**src/rtl/fetch_stage.sv**
```systemverilog
// rtl/fetch_stage.sv - RV32I instruction-fetch stage with single-outstanding imem port and IF/ID register

package fetch_pkg;
    typedef struct packed {
        logic [31:0] pc;
        logic [31:0] pc_plus4;
        logic [31:0] instr;
    } if_id_t;
endpackage

module fetch_stage #(
    parameter logic [31:0] RESET_PC  = 32'h0000_0000,
    parameter logic [31:0] NOP_INSTR = 32'h0000_0013
) (
    input  logic              clk,
    input  logic              reset,
    input  logic              stall,
    input  logic              redirect,
    input  logic [31:0]       redirect_pc,
    output logic              imem_req,
    output logic [31:0]       imem_addr,
    input  logic              imem_ready,
    input  logic              imem_rvalid,
    input  logic [31:0]       imem_rdata,
    output fetch_pkg::if_id_t if_id,
    output logic              if_id_valid
);

    typedef enum logic [1:0] {
        ST_FETCH,
        ST_WAIT,
        ST_HOLD,
        ST_DRAIN
    } state_e;

    state_e            state_q, state_d;
    logic [31:0]       pc_q, pc_d;
    logic [31:0]       hold_instr_q, hold_instr_d;
    logic [31:0]       hold_pc_q, hold_pc_d;
    logic              hold_valid_q, hold_valid_d;
    fetch_pkg::if_id_t if_id_q, if_id_d;
    logic              if_id_valid_q, if_id_valid_d;

    logic [31:0]       pc_plus4;
    logic [31:0]       hold_pc_plus4;
    logic              accept;
    fetch_pkg::if_id_t bubble;
    logic              unused_redirect_lsbs;

    assign pc_plus4             = pc_q + 32'd4;
    assign hold_pc_plus4        = hold_pc_q + 32'd4;
    assign bubble               = {32'd0, 32'd0, NOP_INSTR};
    assign accept               = imem_req && imem_ready;
    assign unused_redirect_lsbs = ^redirect_pc[1:0];

    // In WAIT the next request is issued in the same cycle the response lands,
    // which is what gives back-to-back fetch with a one-cycle memory.
    always_comb begin
        imem_req  = 1'b0;
        imem_addr = pc_q;
        if (!reset && !redirect) begin
            case (state_q)
                ST_FETCH: imem_req = 1'b1;
                ST_WAIT: begin
                    if (imem_rvalid && !stall) begin
                        imem_req  = 1'b1;
                        imem_addr = pc_plus4;
                    end
                end
                default: ;
            endcase
        end
    end

    always_comb begin
        state_d       = state_q;
        pc_d          = pc_q;
        hold_instr_d  = hold_instr_q;
        hold_pc_d     = hold_pc_q;
        hold_valid_d  = hold_valid_q;
        if_id_d       = if_id_q;
        if_id_valid_d = if_id_valid_q;

        if (redirect) begin
            pc_d          = {redirect_pc[31:2], 2'b00};
            if_id_d       = bubble;
            if_id_valid_d = 1'b0;
            hold_valid_d  = 1'b0;
            if ((state_q == ST_WAIT || state_q == ST_DRAIN) && !imem_rvalid) begin
                state_d = ST_DRAIN;
            end else begin
                state_d = ST_FETCH;
            end
        end else begin
            // Decode consumed the current entry; replace it with a bubble
            // unless a new instruction is written below.
            if (!stall) begin
                if_id_d       = bubble;
                if_id_valid_d = 1'b0;
            end
            case (state_q)
                ST_FETCH: begin
                    if (accept) begin
                        state_d = ST_WAIT;
                    end
                end
                ST_WAIT: begin
                    if (imem_rvalid && !stall) begin
                        if_id_d       = {pc_q, pc_plus4, imem_rdata};
                        if_id_valid_d = 1'b1;
                        pc_d          = pc_plus4;
                        state_d       = accept ? ST_WAIT : ST_FETCH;
                    end else if (imem_rvalid) begin
                        hold_instr_d = imem_rdata;
                        hold_pc_d    = pc_q;
                        hold_valid_d = 1'b1;
                        pc_d         = pc_plus4;
                        state_d      = ST_HOLD;
                    end
                end
                ST_HOLD: begin
                    if (!stall) begin
                        if_id_d       = {hold_pc_q, hold_pc_plus4, hold_instr_q};
                        if_id_valid_d = hold_valid_q;
                        hold_valid_d  = 1'b0;
                        state_d       = ST_FETCH;
                    end
                end
                ST_DRAIN: begin
                    if (imem_rvalid) begin
                        state_d = ST_FETCH;
                    end
                end
                default: state_d = ST_FETCH;
            endcase
        end
    end

    always_ff @(posedge clk or posedge reset) begin
        if (reset) begin
            state_q       <= ST_FETCH;
            pc_q          <= RESET_PC;
            hold_instr_q  <= NOP_INSTR;
            hold_pc_q     <= 32'd0;
            hold_valid_q  <= 1'b0;
            if_id_q       <= {32'd0, 32'd0, NOP_INSTR};
            if_id_valid_q <= 1'b0;
        end else begin
            state_q       <= state_d;
            pc_q          <= pc_d;
            hold_instr_q  <= hold_instr_d;
            hold_pc_q     <= hold_pc_d;
            hold_valid_q  <= hold_valid_d;
            if_id_q       <= if_id_d;
            if_id_valid_q <= if_id_valid_d;
        end
    end

    assign if_id       = if_id_q;
    assign if_id_valid = if_id_valid_q;

endmodule

```
**config.mk**
```make
export PLATFORM = sky130hd
export DESIGN_NAME = fetch_stage
export DESIGN_NICKNAME = d
export VERILOG_FILES = /design/src/rtl/fetch_stage.sv
export SDC_FILE = /design/constraint.sdc
export NUM_CORES = 1
export LEC_CHECK = 0
export BUFFER_PORTS_ARGS = -buffer_cell sky130_fd_sc_hd__buf_2
export CORE_UTILIZATION = 45
export DETAILED_ROUTE_END_ITERATION = 7
export PLACE_DENSITY = 0.77
export SYNTH_ARGS = -nofsm -noshare
export SYNTH_HDL_FRONTEND = slang
export SYNTH_SLANG_ARGS = --single-unit
```
**constraint.sdc**
```tcl
create_clock -name clk -period 11.3 [get_ports clk]
set_clock_uncertainty 0.05 [all_clocks]
set_input_delay 2.26 -clock clk [delete_from_list [all_inputs] [get_ports clk]]
set_output_delay 2.26 -clock clk [all_outputs]
set_load 0.02 [all_outputs]
```
After elaboration in Yosys (flattened, before gate mapping)
Index checks and enable logic that the tools add are counted.
{"block": "classes", "n_addsub": 2, "n_eq_ne": 9, "muxes": 34, "n_bitwise": 2, "n_reduce_logical": 17}
{"op": "$mux 96", "n": 4}
{"op": "$mux 32", "n": 7}
{"op": "$pmux 96 s2", "n": 1}
{"op": "$add 32x3->32 const B", "n": 2}
{"op": "$ne 3x3->1 const B", "n": 5}
{"op": "$mux 2", "n": 7}
{"op": "$reduce_and 4->1", "n": 3}
{"op": "$mux 1", "n": 11}
{"op": "$pmux 2 s4", "n": 1}
{"op": "$pmux 1 s2", "n": 3}
{"op": "$reduce_bool 3->1", "n": 2}
{"op": "$eq 2x2->1 const B", "n": 2}
{"op": "$logic_and 1x1->1", "n": 4}
{"op": "$logic_not 1->1", "n": 4}
{"op": "$ne 4x3->1 const B", "n": 1}
{"op": "$eq 2x1->1 const B", "n": 1}
{"op": "$logic_not 2->1", "n": 1}
{"op": "$not 1->1", "n": 2}
{"op": "$reduce_and 2->1", "n": 1}
{"op": "$reduce_bool 2->1", "n": 1}
{"op": "$logic_or 1x1->1", "n": 1}
{"block": "totals", "register_bits": 196, "output_inout_bits": 130, "elab_cells": 73}

Logic depth before layout (Yosys ltp)
Gate-level depths: netlist (run 1).
{"block": "logic_depth", "ltp_word": 10, "mapped_depth": 10, "ltp_nobuf": 7}

Worst setup path after synthesis (run 1)
OpenSTA, ideal clock, no wires.
{"block": "synth_timing", "path_kind": "input -> register", "startpoint": "in reset", "endpoint": "reg state_q[0]", "setup_time_ns": 0.132, "arrival_ns": 6.911, "required_ns": 11.118, "setup_slack_ns": 4.207, "stages": 5, "path_buffers": 0, "cell_sequence": "inv_1 -> nand2_1 -> a221oi_1 -> nor2_1 -> mux2i_1"}
{"block": "synth_via", "elab_chain_len": 8}
{"element": "from (decl)", "line": "16", "rtl": "input logic reset,"}
{"element": "$logic_not 1->1 (no source line) (*)"}
{"element": "$logic_and 1x1->1 (*)", "line": "61", "rtl": "if (!reset && !redirect) begin"}
{"element": "$mux 1 (*)", "line": "61"}
{"element": "$logic_and 1x1->1 (*)", "line": "53", "rtl": "assign accept = imem_req && imem_ready;"}
{"element": "$mux 1", "line": "112", "rtl": "state_d = accept ? ST_WAIT : ST_FETCH;"}
{"element": "$mux 2", "line": "108", "rtl": "if (imem_rvalid && !stall) begin"}
{"element": "$pmux 2 s4", "line": "101", "rtl": "case (state_q)"}
{"element": "$mux 2", "line": "84", "rtl": "if (redirect) begin"}
{"element": "to (signal assigned)", "line": "149", "rtl": "state_q <= state_d;"}
{"element": "to (decl)", "line": "36", "rtl": "state_e state_q, state_d;"}
Mark *: on every way between the ends. The rest lies on a longest branch, timed or not.
A chain may end at the register's enable or synchronous reset.

Worst setup path in the final report (run 1)
{"block": "layout_timing", "startpoint": "in stall", "endpoint": "out imem_addr[26]"}
{"block": "layout_via", "elab_chain_len": 5}
{"element": "from (decl)", "line": "17", "rtl": "input logic stall,"}
{"element": "$logic_not 1->1"}
{"element": "$logic_and 1x1->1", "line": "65", "rtl": "if (imem_rvalid && !stall) begin"}
{"element": "$mux 32", "line": "65"}
{"element": "$mux 32", "line": "62", "rtl": "case (state_q)"}
{"element": "$mux 32", "line": "61"}
{"element": "to (decl)", "line": "21", "rtl": "output logic [31:0] imem_addr,"}
No other way between the ends.

==> results of run 1 <==
-- sequential cells by signal, indices dropped and copies added, names as in the netlist --
register / count
hold_pc_q: 30
hold_instr_q: 32
if_id_valid: 1
if_id: 96
state_q: 2
pc_q: 30
hold_valid_q: 1
-- worst max-delay path: stages --
cell and delay (ns):
buf_2 0.09, buf_4 0.31, nand3b_1 0.53, or3_1 0.91, nor4_1 0.44, xor2_1 0.25, buf_2 0.21
-- kinds of logic (layout without fill, tap and decap cells) --
family | after synthesis | in the layout
simple gates | 368 | 368
compound gates | 310 | 310
flops | 192 | 192
buf+inv | 129 | 255
xor+xnor | 85 | 85
mux | 62 | 62
fa+ha+maj | 7 | 7
other cells | 1 | 4
-- worst max path at each step --
stage,start,endpoint,slack [ns],cells past startpoint
after CTS,stall,imem_addr[28],4.04,8
after global routing,stall,imem_addr[26],3.83,7
final,stall,imem_addr[26],3.96,7
after global placement,stall,imem_addr[20],4.05,8
after floorplan,reset,hold_instr_q[10],3.75,1
after detailed placement,stall,imem_addr[26],4.04,7
-- per-layer routing --
layer	GRT usage (%)	vias to the layer above	wire length [um]
li1	-	4353	-
met1	34.9	4575	12900
met2	41.4	420	14700
met3	5.71	65	2420
met4	10.6	0	972
met5	0	-	0
-- cell type report --
cell class | instances | area, um^2
Sequential cell | 192 | 4810
Fill cell | 2163 | 10600
Clock inverter | 15 | 181
Multi-Input combinational cell | 834 | 5270
Clock buffer | 17 | 425
Antenna cell | 2 | 5.00
Timing Repair Buffer | 208 | 1070
Inverter | 15 | 63.8
Tap cell | 313 | 392
-- Yosys cell counts, drive strengths merged, types with 5 or more instances --
cell type,count
dfrtp,186
nand2,156
o21ai,144
clkbuf,87
a22oi,65
mux2,58
xnor2,54
nor2,51
a21oi,31
nor3,31
xor2,31
nand3,29
buf,27
nor4,25
nand4,20
inv,15
and2,10
and4,10
o31a,10
a211oi,9
nand2b,8
ha,7
o21a,7
or3,7
or4,7
dfstp,6
o211ai,6
a31oi,5
and3,5
-- per-stage QoR --
step / utilization (%) / total power (uW) / setup slack (ns) / cell area [um^2]
6_report: 53.5 / 2380 / 3.96 / 12200
5_1_grt: 53.5 / 2510 / 3.83 / 12200
4_1_cts: 53.5 / 2390 / 4.04 / 12200
3_5_place_dp: 50.8 / 1760 / 4.04 / 11600
3_3_place_gp: 50.8 / 1730 / 4.05 / 11600
2_1_floorplan: - / 1520 / 3.75 / 10600
-- power breakdown --
group          total, uW  switching, uW  leakage [uW]  internal, uW
Sequential          1020            169       0.00250           850
Combinational        736            449       0.00243           287
Clock                628            308      0.000296           320
==> out/results.ini, run 1 <==
[placed_design]
dp.cells = 1562
dpl.hpwl_mm = 20.6
portBuffers = 195
gp_congestion = 0.884

[timing]
max_freq_mhz = 136
fin_crit_sh_pct = 64.9
finalHoldViolations = 0
setup_violations = 0
rsz0062_at_grt = false
max_slew_margin_pct = 19.8
worst_hold_slack_ns = 0.424
tightest_slew_ns = 1.19
period_needed_ns = 7.34
maxSlewViolCount = 0
fin_setup_tns_ns = 0

[synth]
syn_area_um2 = 10600
synth_compound_area_share_pct = 18.3
postSynthAreaPerCell_um2 = 9.16
syn_inst = 1154
synth_top_family_by_area = compound AO/OA/AOI/OAI gates
yosys_most_used_dff = dfrtp_1
synth.distinct_cells = 62
synth_edf_count = 0
async_reset_ff_share_pct = 100
synth_mux_area_share_pct = 6.56
ys_seq_area_share_pct = 45.5
synth_xor_area_share_pct = 7.05
synth_top_area_share_pct = 44.1
synthSimpleGateAreaFrac_pct = 16.7
yosysWarningCount = 0
synth_top_area_cell = dfrtp_1
ys_ff_latch = 192
synthTopCellsByArea = dfrtp_1 (44%), o21ai_0 (6.8%), mux2_2 (6.2%), nand2_1 (5.5%), a22oi_1 (4.6%)
synth_fa_ha_area_share_pct = 0.829

[finish]
drive_above_1_share_pct = 24.7
area_growth_pct = 15.7
layout_common_cells = buf_2 (195), dfrtp_1 (186), nand2_1 (155), o21ai_0 (143), a22oi_1 (65)
fin_nets = 1345
layout.cells.non_filler = 1596
mostFrequentLayoutCell = buf_2

[global_routing]
grt_max_degree = 123
grt_first_pass_wirelength_mm = 48.9
grt.overflow.total = 0
grt_usage_pct = 26.2
antenna_found_initial = 2
grt_pass1_vias = 8906

[detailed_routing]
wl_mm = 31.0
first_pass_iters = 6
drc = 0
num_vias = 9413
dr.first_iter.drc_count = 956
ant_nets = 0
viasPerCell = 5.90
wl_per_cell_um = 19.4

[outcome]
outcome = completed

[hold_path]
min_path_type = flop to flop
whs_endpoint = if_id[19]
hp-start = if_id[19]
min_path_cells = 2

[clock_network]
postCtsSetupBuffers = 0
clk_root_buffer_cell = clkbuf_16
h-tree-depth = 4
cts_tree = built
cts_max_path_buffers = 2
clk_pin_slew_ns = 0.07
clock_sinks = 192
cts-resized-gates = 0
hold_buffers = 0
cts-buffers-inserted = 17
clk_latency_ns = 0.44

[job]
maxCapViolations = 0

[critical_path]
rrSetupSlack_ns = 7.49
worst-path-max-fanout = 60
end_kind = output pin
rr_startpoint = state_q[1]
r2r-end = if_id[59]
crit_type = primary input to output pin
worstRegToRegCells = 7
arrival_ns = 5.03
crit_required_ns = 8.99
cp-start-kind = primary input

[floorplan]
io_pins = 200
rows = 55
die-height_um = 155
start_util_pct = 46.2
placeableCoreArea_um2 = 22800
dieWidth_um = 155
die-area_um2 = 24100

[power_and_ir_drop]
max-vdd-ir-drop_mv = 0.0944
leakage_uw = 0.00522
power.density_nw_per_um2 = 195

Note: power is estimated with default switching activity, not from simulation.
==> run 2: changes to the inputs <==
--- a/config.mk
+++ b/config.mk
@@ -8,7 +8,7 @@
 export BUFFER_PORTS_ARGS = -buffer_cell sky130_fd_sc_hd__buf_2
 export CORE_UTILIZATION = 45
 export DETAILED_ROUTE_END_ITERATION = 7
-export PLACE_DENSITY = 0.77
+export PLACE_DENSITY = 0.8
 export SYNTH_ARGS = -nofsm -noshare
 export SYNTH_HDL_FRONTEND = slang
 export SYNTH_SLANG_ARGS = --single-unit
==> constraint.sdc (replaced) <==
create_clock -name clk -period 6.7 [get_ports clk]
set_clock_uncertainty 0.05 [all_clocks]
set_input_delay 1.34 -clock clk [delete_from_list [all_inputs] [get_ports clk]]
set_output_delay 1.34 -clock clk [all_outputs]
set_load 0.02 [all_outputs]
==> out/results.ini, run 2 (synthesis gave the netlist of run 1 again) <==
[timing]
finalHoldViolations = 0
tightest_slew_ns = 1.19
fin_ws_ns = 1.41
fin_crit_sh_pct = 79.0
worst_hold_slack_ns = 0.424
max_slew_margin_pct = 20.5
period_needed_ns = 5.29
max_freq_mhz = 189
rsz0062_at_grt = false
fin_setup_tns_ns = 0
setup_violations = 0
maxSlewViolCount = 0

[clock_network]
clk_root_buffer_cell = clkbuf_16
cts-buffers-inserted = 17
hold_buffers = 0
clk_pin_slew_ns = 0.07
cts-resized-gates = 0
postCtsSetupBuffers = 0
cts_max_path_buffers = 2
cts_tree = built
clk_latency_ns = 0.44
clock_sinks = 192
h-tree-depth = 4

[critical_path]
crit_required_ns = 5.31
critPathMaxStageDelay_ns = 0.94
critPathBufInv = 2
crit_slowest_cell = or3_1
cp-start-kind = flop
rrSetupSlack_ns = 2.81
worstRegToRegCells = 8
crit_family = simple AND/OR/NAND/NOR gates
end_kind = output pin
rr_startpoint = state_q[1]
arrival_ns = 3.90
worst-path-max-fanout = 22
r2r-end = if_id[58]
path_cells = inv_1 -> ha_1 -> nand3b_1 -> or3_1 -> nor4_1 -> xor2_1 -> buf_2
crit_type = flop to output pin

[hold_path]
hp-start = if_id[9]
min_path_type = flop to flop
min_path_cells = 2
whs_endpoint = if_id[9]

[global_routing]
grt_max_degree = 129
grt.overflow.total = 0
antenna_found_initial = 1
grt_first_pass_wirelength_mm = 49.7
grt_usage_pct = 26.6
grt_pass1_vias = 9017

[finish]
multi_input_area_um2 = 5270
fin_nets = 1343
seq_area_um2 = 4810
fill_cells = 2144
utilization_pct = 53.5
mostFrequentLayoutCell = buf_2
largest_reg_flops = 96
drive_above_1_share_pct = 24.5
layout_common_cells = buf_2 (195), dfrtp_1 (186), nand2_1 (155), o21ai_0 (143), a22oi_1 (65)
area_growth_pct = 15.6

[floorplan]
die-height_um = 155
die-area_um2 = 24100
placeableCoreArea_um2 = 22800
start_util_pct = 46.2
rows = 55
dieWidth_um = 155
io_pins = 200

[placed_design]
place_ws_ns = 1.56
portBuffers = 195
dpl.hpwl_mm = 20.9
gp_congestion = 0.921

[detailed_routing]
ant_nets = 0
wl_per_cell_um = 19.8
num_vias = 9533
first_pass_iters = 6
wl_mm = 31.6
viasPerCell = 5.98
drc = 0
dr.first_iter.drc_count = 971

[power_and_ir_drop]
max-vdd-ir-drop_mv = 0.171
power.density_nw_per_um2 = 333
leakage_uw = 0.00523

[outcome]
outcome = completed

[job]
maxCapViolations = 0

run 2: changes by cell type in the layout (fill, tap and decap cells not counted), moves of 2 or more:
cell / delta
inv_8: -4
clkinv_8: -2
bufinv_16: +2
buf_4: -2
clkinv_2: +2
run 2: worst max path at each step:
stage | from | to | slack (ns) | depth (start not counted)
final | state_q[1] | imem_addr[26] | 1.41 | 7
after global routing | state_q[1] | imem_addr[26] | 1.21 | 7
after CTS | state_q[1] | imem_addr[26] | 1.50 | 7
after detailed placement | imem_rvalid | imem_addr[26] | 1.56 | 6
after global placement | imem_rvalid | imem_addr[26] | 1.64 | 6
after floorplan | reset | hold_instr_q[10] | 0.07 | 1
run 2: cell type report:
class | instances | area share (%)
antenna | 1 | 0.0205
clock buffer | 19 | 3.63
clock inverter | 13 | 1.43
multi-input combinational | 834 | 43.1
timing repair buffer | 206 | 8.66
tap | 313 | 3.21
sequential | 192 | 39.4
inverter | 15 | 0.522
run 2: per-layer routing:
layer / GRT usage [%] / vias up / wire [um]
met1: 35.9 / 4653 / 13200
met2: 42.4 / 466 / 14900
met3: 4.01 / 76 / 2330
li1: - / 4338 / -
met4: 11.9 / 0 / 1160
met5: 0 / - / 0
run 2: through the flow:
step	std cells	instance area (um^2)	power, uW
final	1593	12200	4060
after global routing	1593	12200	4270
after CTS	1592	12200	4060
after detailed placement	1560	11600	2970
after global placement	1560	11600	2910
after floorplan	1155	10600	2570
run 2: worst register-to-register path, cell delays in order, from the launching register on:
cell      delay [ns]
dfrtp_1         0.41
inv_1           0.14
ha_1            0.53
nand2_1         0.86
nor2_4          0.31
buf_4           0.73
o311ai_0        0.29
nor3b_1         0.21
a211oi_1        0.28
run 2: report_power, final:
group / internal (uW) / leakage (uW) / total [uW] / switching (uW)
registers: 1430 / 0.00250 / 1720 / 290
clock network: 609 / 0.000307 / 1100 / 486
logic: 483 / 0.00242 / 1250 / 762
total: 2530 / 0.00523 / 4060 / 1540
